--- src/rtl/hazard_sequencer_pkg.sv ---
// Shared types and constants for the pipeline hazard sequencer.
package hazard_sequencer_pkg;

  typedef enum logic [1:0] {
    RUN      = 2'b00,
    FLUSH    = 2'b01,
    MEM_WAIT = 2'b10
  } hzState_e;

  localparam logic [1:0] ST_RUN      = 2'(RUN);
  localparam logic [1:0] ST_FLUSH    = 2'(FLUSH);
  localparam logic [1:0] ST_MEM_WAIT = 2'(MEM_WAIT);

  localparam logic [1:0] FWD_RF  = 2'b00;
  localparam logic [1:0] FWD_MEM = 2'b01;
  localparam logic [1:0] FWD_WB  = 2'b10;

  // Flush counter width, enough for FLUSH_CYCLES up to 7.
  localparam int FCW = 3;

endpackage

--- src/rtl/hazard_sequencer_forward_unit.sv ---
// ALU operand forwarding selects; MEM result beats WB result, register 0 included.
module forward_unit
  import hazard_sequencer_pkg::*;
#(
  parameter int RW = 4
) (
  input  logic [RW-1:0] Ra_E,
  input  logic [RW-1:0] Rb_E,
  input  logic [RW-1:0] Rc_M,
  input  logic [RW-1:0] Rc_W,
  input  logic          regWrite_M,
  input  logic          regWrite_W,
  output logic [1:0]    fwdA,
  output logic [1:0]    fwdB
);

  logic [1:0][RW-1:0] src;
  logic [1:0][1:0]    sel;

  assign src = {Rb_E, Ra_E};

  for (genvar i = 0; i < 2; i++) begin : gOp
    assign sel[i] = (regWrite_M && Rc_M == src[i]) ? FWD_MEM :
                    (regWrite_W && Rc_W == src[i]) ? FWD_WB  : FWD_RF;
  end

  assign fwdA = sel[0];
  assign fwdB = sel[1];

endmodule

--- src/rtl/hazard_sequencer.sv ---
// Stall/flush/forward sequencer for the five-stage core.
// Define HAZARD_PERF_EN to add saturating stallCount/flushCount outputs.
module hazard_sequencer
  import hazard_sequencer_pkg::*;
#(
  parameter int RW           = 4,
  parameter int FLUSH_CYCLES = 1,
  parameter int CW           = 16
) (
  input  logic          clk,
  input  logic          rst,
  input  logic [RW-1:0] Ra_D,
  input  logic [RW-1:0] Rb_D,
  input  logic          useA_D,
  input  logic          useB_D,
  input  logic [RW-1:0] Ra_E,
  input  logic [RW-1:0] Rb_E,
  input  logic [RW-1:0] Rc_E,
  input  logic [RW-1:0] Rc_M,
  input  logic [RW-1:0] Rc_W,
  input  logic          regWrite_E,
  input  logic          regWrite_M,
  input  logic          regWrite_W,
  input  logic          memToReg_E,
  input  logic          branchTaken_E,
  input  logic          memBusy,
  output logic          enF,
  output logic          enD,
  output logic          enE,
  output logic          enM,
  output logic          enW,
  output logic          flushD,
  output logic          flushE,
  output logic [1:0]    fwdA,
  output logic [1:0]    fwdB,
  output logic [1:0]    state
`ifdef HAZARD_PERF_EN
  ,
  output logic [CW-1:0] stallCount,
  output logic [CW-1:0] flushCount
`endif
);

  localparam logic [FCW-1:0] FLUSH_INIT = FCW'(FLUSH_CYCLES - 1);

  logic [1:0]     stQ, stD, effSt;
  logic [FCW-1:0] cntQ, cntD;
  logic           loadUse, enFront, enBack;

  assign loadUse = regWrite_E & memToReg_E &
                   ((useA_D & (Rc_E == Ra_D)) | (useB_D & (Rc_E == Rb_D)));

  // When memory becomes ready the wait cycle already behaves as the state
  // it returns to, so a frozen branch/load in EX is resolved without a lost cycle.
  always_comb begin
    effSt = stQ;
    if (stQ == ST_MEM_WAIT && !memBusy)
      effSt = (cntQ != '0) ? ST_FLUSH : ST_RUN;
  end

  always_comb begin
    enFront = 1'b1;
    enBack  = 1'b1;
    flushD  = 1'b0;
    flushE  = 1'b0;
    stD     = effSt;
    cntD    = cntQ;
    if (memBusy) begin
      enFront = 1'b0;
      enBack  = 1'b0;
      stD     = ST_MEM_WAIT;
    end else if (effSt == ST_FLUSH) begin
      flushD = 1'b1;
      if (cntQ <= FCW'(1)) begin
        stD  = ST_RUN;
        cntD = '0;
      end else begin
        cntD = cntQ - FCW'(1);
      end
    end else if (branchTaken_E) begin
      flushD = 1'b1;
      flushE = 1'b1;
      if (FLUSH_CYCLES > 1) begin
        stD  = ST_FLUSH;
        cntD = FLUSH_INIT;
      end
    end else if (loadUse) begin
      enFront = 1'b0;
      flushE  = 1'b1;
    end
  end

  always_ff @(posedge clk) begin
    if (!rst) begin
      stQ  <= ST_RUN;
      cntQ <= '0;
    end else begin
      stQ  <= stD;
      cntQ <= cntD;
    end
  end

  assign enF   = enFront;
  assign enD   = enFront;
  assign enE   = enBack;
  assign enM   = enBack;
  assign enW   = enBack;
  assign state = stQ;

`ifdef HAZARD_PERF_EN
  // Only an accepted taken branch raises both flushes in the same cycle.
  always_ff @(posedge clk) begin
    if (!rst) begin
      stallCount <= '0;
      flushCount <= '0;
    end else begin
      if (!enFront && stallCount != '1) stallCount <= stallCount + 1'b1;
      if (flushD && flushE && flushCount != '1) flushCount <= flushCount + 1'b1;
    end
  end
`endif

  forward_unit #(.RW(RW)) uFwd (
    .Ra_E       (Ra_E),
    .Rb_E       (Rb_E),
    .Rc_M       (Rc_M),
    .Rc_W       (Rc_W),
    .regWrite_M (regWrite_M),
    .regWrite_W (regWrite_W),
    .fwdA       (fwdA),
    .fwdB       (fwdB)
  );

endmodule

--- config.mk ---
export PLATFORM = sky130hd
export DESIGN_NAME = hazard_sequencer
export DESIGN_NICKNAME = d
export VERILOG_FILES = /design/src/rtl/hazard_sequencer_pkg.sv /design/src/rtl/hazard_sequencer_forward_unit.sv /design/src/rtl/hazard_sequencer.sv
export SDC_FILE = /design/constraint.sdc
export NUM_CORES = 1
export LEC_CHECK = 0
export ABC_CLOCK_PERIOD_IN_PS = 1870
export BUFFER_PORTS_ARGS = -buffer_cell sky130_fd_sc_hd__buf_4
export CORE_AREA = 2 2 45 47
export DETAILED_ROUTE_END_ITERATION = 8
export DIE_AREA = 0 0 47 49
export PLACE_DENSITY = 0.75
export SYNTH_ARGS = -nofsm -noshare
export SYNTH_HDL_FRONTEND = slang
export SYNTH_SLANG_ARGS = --single-unit
--- constraint.sdc ---
create_clock -name clk -period 1.87 [get_ports clk]
set_input_delay 0.187 -clock clk [delete_from_list [all_inputs] [get_ports clk]]
set_output_delay 0.187 -clock clk [all_outputs]
set_load 0.01 [all_outputs]
==> results.json, run 1 <==
{
  "pwr-share-comb": 0.425,
  "synthTopCellsByArea": "xor2_1 (16%), dfxtp_1 (15%), xnor2_1 (12%), ha_1 (5.6%), nor2_1 (4.5%)",
  "skew_ns": 0.00478,
  "ys_ff_latch": 5,
  "wl_per_cell_um": 11.6,
  "regArea_um2": 103,
  "worst_pin_slew_ns": 0.397,
  "yosys_warnings": 0,
  "drt-initial-drc-count": 8,
  "startpoint_type": "flop",
  "clkSinkCount": 5,
  "dp_cells": 163,
  "grt_remaining_overflow": 0,
  "vias": 838,
  "htree_levels": 1,
  "p_leak_nw": 0.525,
  "cts_tree": "done",
  "total_power_mw": 0.407,
  "status": "complete, no violations",
  "final_cell_count_no_fill": 170,
  "first_global_vias": 814,
  "clock_path_buffers": 2,
  "synth_area_leader_cell": "xor2_1",
  "mostFrequentLayoutCells": "buf_4 (54), xor2_1 (12), xnor2_1 (9)",
  "crit_type": "flop to output pin",
  "grt_usage": 0.179,
  "die_h_um": 49,
  "hold_class": "primary input to flop",
  "multiInputGateArea_um2": 553,
  "critPathRequiredTime_ns": 1.68,
  "seqPwrFrac": 0.271,
  "clk_transition_reported_paths_ns": 0.04,
  "diodes": 0,
  "antenna_left": 0,
  "cp_slowest_cell": "dfxtp_2",
  "core_um2": 1840,
  "crit_path_cell_trace": "inv_2, ha_4, nor2b_4, o21ai_2, nor2_1, a311oi_2, buf_4",
  "cts-root-buf": "clkbuf_4",
  "io_pins": 51,
  "grt_max_degree": 8,
  "p_switching_mw": 0.117,
  "setup_viol": 0,
  "yosysUniqueCellTypes": 28,
  "avgViaCountPerCell": 4.93,
  "port_buffers": 50,
  "crit_fanout": 3,
  "insertion_delay_ns": 0.24,
  "arrival_ns": 1.65,
  "final_max_slew_viol_count": 0,
  "synth_top_area_share": 0.158,
  "post-route-drc-count": 0,
  "first_pass_iters": 7,
  "synth-seq-area-share": 0.150,
  "dieArea_um2": 2300,
  "intPower_mw": 0.290,
  "gp_congestion": 0.841,
  "antenna_found_initial": 0,
  "layout_commonest_cell": "buf_4",
  "synth_area_per_cell_um2": 7.56,
  "switching_share": 0.287,
  "cts_buffers": 3,
  "ir_drop_v": 0.000213,
  "hold_viol_final": 0,
  "start_util": 0.361,
  "synthCells": 88,
  "dpl.hpwl_um": 1660,
  "fp.dieW_um": 47,
  "fillerInstances": 183,
  "utilization": 0.623,
  "routed_wl_um": 1980,
  "power.density_nw_per_um2": 355,
  "fin_nets": 185,
  "layout-drive-gt1-share": 0.469,
  "worst_path_largest_cell_delay_ns": 0.33,
  "slew_headroom": 0.732,
  "syn_to_final_growth_pct": 72.4,
  "drv_cap": 0,
  "rows": 16,
  "fin_crit_ns": 1.84,
  "crit_path_end_kind": "output pin",
  "grt_pass1_wl_um": 3030,
  "cts_hold_buf": 0,
  "finalCritPeriodShare": 0.983,
  "syn_nets": 129,
  "syn-cell-area_um2": 666,
  "max_freq_ghz": 0.544,
  "power_frac_clock": 0.304
}
==> critical path, delay by kind of cell, from the launching register on <==
| family | cells | cell delay [ns] |
|---|---|---|
| buffers and inverters | 2 | 0.24 |
| and+or+nand+nor | 2 | 0.20 |
| DFF | 1 | 0.33 |
| adders and majority gates | 1 | 0.15 |
| AOI/OAI and AO/OA | 2 | 0.48 |
==> flip-flops by register name, indices dropped and copies added (netlist names) <==
| register | cells |
|---|---|
| state | 2 |
| cntQ | 3 |
==> synthesized netlist by cell type (all sizes together) <==
master and count:
xnor2 9, a21boi 2, xor2 12, a222oi 1, nor4 4, nor2b 3, nor4b 1, buf 3
or4 2, o22ai 1, dfxtp 5, nand4 1, o21bai 2, o31a 1, o21a 3, o21ai 5
a21oi 2, nand2b 2, nand3 4, nand2 3, a311oi 1, inv 7, nor2 8, and4 1
nor3 2, ha 3
==> repair_timing <==
action                     in CTS  in global routing
setup endpoints to repair       3                  3
resized for setup               3                  7
pin swaps                       2                  3
setup buffers                   1                  2
==> area by class of cell <==
type / count / area share
clock buffer: 4 / 0.0229
inverter: 7 / 0.0229
multi-input combinational: 73 / 0.482
sequential: 5 / 0.0894
tap: 27 / 0.0294
timing repair buffer: 54 / 0.353
==> power groups by stage <==
stage	Combinational (mW)	Clock [mW]	Sequential, mW
2_1_floorplan	0.0716	0	0.112
3_3_place_gp	0.169	0	0.112
3_5_place_dp	0.173	0	0.112
4_1_cts	0.174	0.131	0.110
5_1_grt	0.188	0.136	0.111
6_report	0.173	0.124	0.110
==> metrics by stage <==
step,hold WS (ns),setup WS (ns),instance area [um2],setup TNS [ns]
6_report,0.191,0.0315,1150,0
5_1_grt,0.182,-0.0228,1150,-0.0426
3_3_place_gp,0.429,0.188,1070,0
2_1_floorplan,0.305,0.0520,672,0
3_5_place_dp,0.440,0.117,1070,0
4_1_cts,0.185,0.0135,1110,0
==> cell families (layout without fill, tap and decap cells) <==
kind of cell,after synthesis,in the layout,synth area share
AOI/OAI and AO/OA,18,18,0.182
adders and majority gates,3,3,0.0564
xor gates and xnor gates,21,21,0.276
buffers and inverters,10,65,0.0733
DFF,5,5,0.150
and+or+nand+nor,31,31,0.261
==> path summary, 6_finish.rpt <==
kind	startpoint	cells past startpoint	to	slack, ns
max	cntQ[1]	7	enF	0.03
min	rst	2	cntQ[0]	0.19
max reg2reg	cntQ[1]	7	cntQ[1]	0.21
min reg2reg	cntQ[1]	2	cntQ[1]	0.50
==> per-layer routing <==
metal,share of wire,vias up,track usage,wire length (um)
li1,-,416,-,-
met1,0.34,387,0.163,677
met2,0.59,33,0.345,1170
met3,0.060,2,0.0481,118
met4,0.0066,0,0.0648,13
met5,0,-,0,0
(Power assumes the default switching activity.)
==> inputs of run 2 (changes only) <==
ABC_AREA = 1   (was default)
CORE_AREA = 2 2 47 49   (was 2 2 45 47)
DIE_AREA = 0 0 49 51   (was 0 0 47 49)
PLACE_DENSITY = 0.76   (was 0.75)
SYNTH_HIERARCHICAL = 1   (was default)
==> run 2 against run 1 <==
Compared with the run above: combinational power grew 5%; design area grew 5.3%; flip-flop and latch count is the same; global-route usage shrank 0.79 points; sequential share of layout area shrank 0.66 points; critical path depth grew 3; sequential power is essentially flat; synthesized area grew 19%; core utilization shrank 3.7 points; synthesized cell count grew 69%.
==> results.json, run 2 <==
{
  "status": "complete, no violations",
  "cts_setup_buffers": 0,
  "crit_path_cell_trace": "inv_1, ha_1, nand2_1, nand3_2, nand2_4, nand2_4, o21ai_2, inv_2, nand2_1, buf_4",
  "arrival_ns": 1.52,
  "setup_viol": 0,
  "layout_commonest_cell": "buf_4",
  "grt_usage": 0.171,
  "grt_max_degree": 7,
  "layout-drive-gt1-share": 0.335,
  "max_freq_ghz": 0.586,
  "gp_congestion": 0.846,
  "clock_path_buffers": 2,
  "switching_share": 0.309,
  "fin_nets": 242,
  "fp.dieW_um": 49,
  "cts-root-buf": "clkbuf_4",
  "io_pins": 51,
  "syn_nets": 190,
  "dpl.hpwl_um": 1790,
  "hold_class": "primary input to flop",
  "synth_area_per_cell_um2": 5.33,
  "cp_slowest_cell": "dfxtp_1",
  "cts_tree": "done",
  "fin_crit_ns": 1.71,
  "dieArea_um2": 2500,
  "cp.depth": 10,
  "synthCells": 149,
  "cts_hold_buf": 0,
  "core_um2": 2060,
  "fin_area_um2": 1210,
  "p_switching_mw": 0.128,
  "cp_num_buf_inv": 3,
  "power_frac_clock": 0.295,
  "grt_remaining_overflow": 0,
  "tns_ns": 0,
  "startpoint_type": "flop",
  "wl_per_cell_um": 8.83,
  "ir_drop_v": 0.000353,
  "crit_fanout": 5,
  "largest_reg_flops": 3,
  "worstHoldPathCells": 2,
  "regMostFlops": "cntQ",
  "syn-cell-area_um2": 795,
  "first_global_vias": 944,
  "intPower_mw": 0.286,
  "rr_worst_depth": 7,
  "vias": 991,
  "port_buffers": 50,
  "synth_async_sr_flop_share": 0,
  "fillerInstances": 195,
  "drv_cap": 0,
  "final_max_slew_viol_count": 0,
  "grt_pass1_wl_um": 3430,
  "routed_wl_um": 2010,
  "mostFrequentLayoutCells": "buf_4 (50), nand2_1 (49), inv_1 (31)",
  "finalCritPeriodShare": 0.912,
  "post-route-drc-count": 0,
  "crit_type": "flop to output pin",
  "crit_path_end_kind": "output pin",
  "clkSinkCount": 5,
  "slew_headroom": 0.801,
  "antenna_left": 0,
  "synthTopCellsByArea": "nand2_1 (23%), inv_1 (15%), dfxtp_1 (13%), nor2_1 (7.1%), ha_1 (4.7%)",
  "synthMostInstantiatedCell": "nand2_1",
  "drt-initial-drc-count": 16,
  "power.density_nw_per_um2": 343,
  "worst_pin_slew_ns": 0.299,
  "rsz0062_at_grt": "false",
  "diodes": 0,
  "yosysUniqueCellTypes": 24,
  "first_pass_iters": 4,
  "synth_edf_count": 0,
  "synth_flop_cell": "dfxtp_1",
  "utilization": 0.586,
  "avgViaCountPerCell": 4.35,
  "hold_viol_final": 0,
  "ys_ff_latch": 5,
  "synth_area_leader_cell": "nand2_1",
  "synth_top_area_share": 0.231,
  "pwr-share-comb": 0.440,
  "start_util": 0.385,
  "cts_buffers": 3,
  "cp_top_family": "simple AND/OR/NAND/NOR gates",
  "skew_ns": 0.00358,
  "worst_path_largest_cell_delay_ns": 0.37,
  "insertion_delay_ns": 0.24,
  "seqPwrFrac": 0.265,
  "whs_ns": 0.168,
  "cts_resized": 0,
  "die_h_um": 51,
  "yosys_warnings": 6,
  "p_leak_nw": 0.722,
  "ys_top_cells_by_count": "nand2_1 (49), inv_1 (31), nor2_1 (15), nand3_1 (6)",
  "clk_transition_reported_paths_ns": 0.04,
  "syn_to_final_growth_pct": 52.1,
  "htree_levels": 1,
  "synth-seq-area-share": 0.126,
  "rows": 17,
  "antenna_found_initial": 0,
  "dpl_cell_area_um2": 1180,
  "critPathRequiredTime_ns": 1.68
}
==> run 2: cell families (layout without fill, tap and decap cells) <==
logic type / count (synthesis) / in the layout / synth area share
simple gates: 81 / 81 / 0.447
flops: 5 / 5 / 0.126
buf+inv: 37 / 88 / 0.189
fa+ha+maj: 3 / 3 / 0.0472
xor+xnor: 5 / 5 / 0.0551
compound gates: 18 / 18 / 0.135
==> run 2: stage by stage <==
stage	instances	setup slack [ns]	power, mW
after detailed placement	224	0.404	0.295
final	228	0.165	0.414
after CTS	228	0.140	0.423
after global routing	228	0.0151	0.448
after global placement	224	0.442	0.291
after floorplan	149	0.401	0.195
==> run 2: layout make-up <==
type / instances / area, um2 / area share
Clock buffer: 4 / 26.3 / 0.0217
Sequential cell: 5 / 100 / 0.0828
Tap cell: 28 / 35.0 / 0.0290
Timing Repair Buffer: 50 / 375 / 0.311
Inverter: 34 / 128 / 0.106
Multi-Input combinational cell: 107 / 544 / 0.450
==> run 2: path summary, 6_finish.rpt <==
| path | start | endpoint | slack (ns) |
|---|---|---|---|
| worst min register to register | cntQ[2] | cntQ[2] | 0.53 |
| worst min-delay path | memBusy | state[0] | 0.17 |
| worst max register to register | cntQ[1] | cntQ[1] | 0.54 |
| worst max-delay path | cntQ[1] | enD | 0.16 |
==> run 2: power by group through the flow <==
stage	clock (mW)	combinational, mW	sequential (mW)
final	0.122	0.182	0.110
after global routing	0.133	0.205	0.110
after CTS	0.130	0.184	0.110
after detailed placement	0	0.183	0.112
after global placement	0	0.179	0.112
after floorplan	0	0.0835	0.112
==> run 2: layer usage <==
| metal | share of wire | GRT usage |
|---|---|---|
| met5 | 0 | 0 |
| met2 | 0.50 | 0.340 |
| met4 | 0 | 0.0571 |
| met1 | 0.42 | 0.178 |
| met3 | 0.077 | 0.0322 |
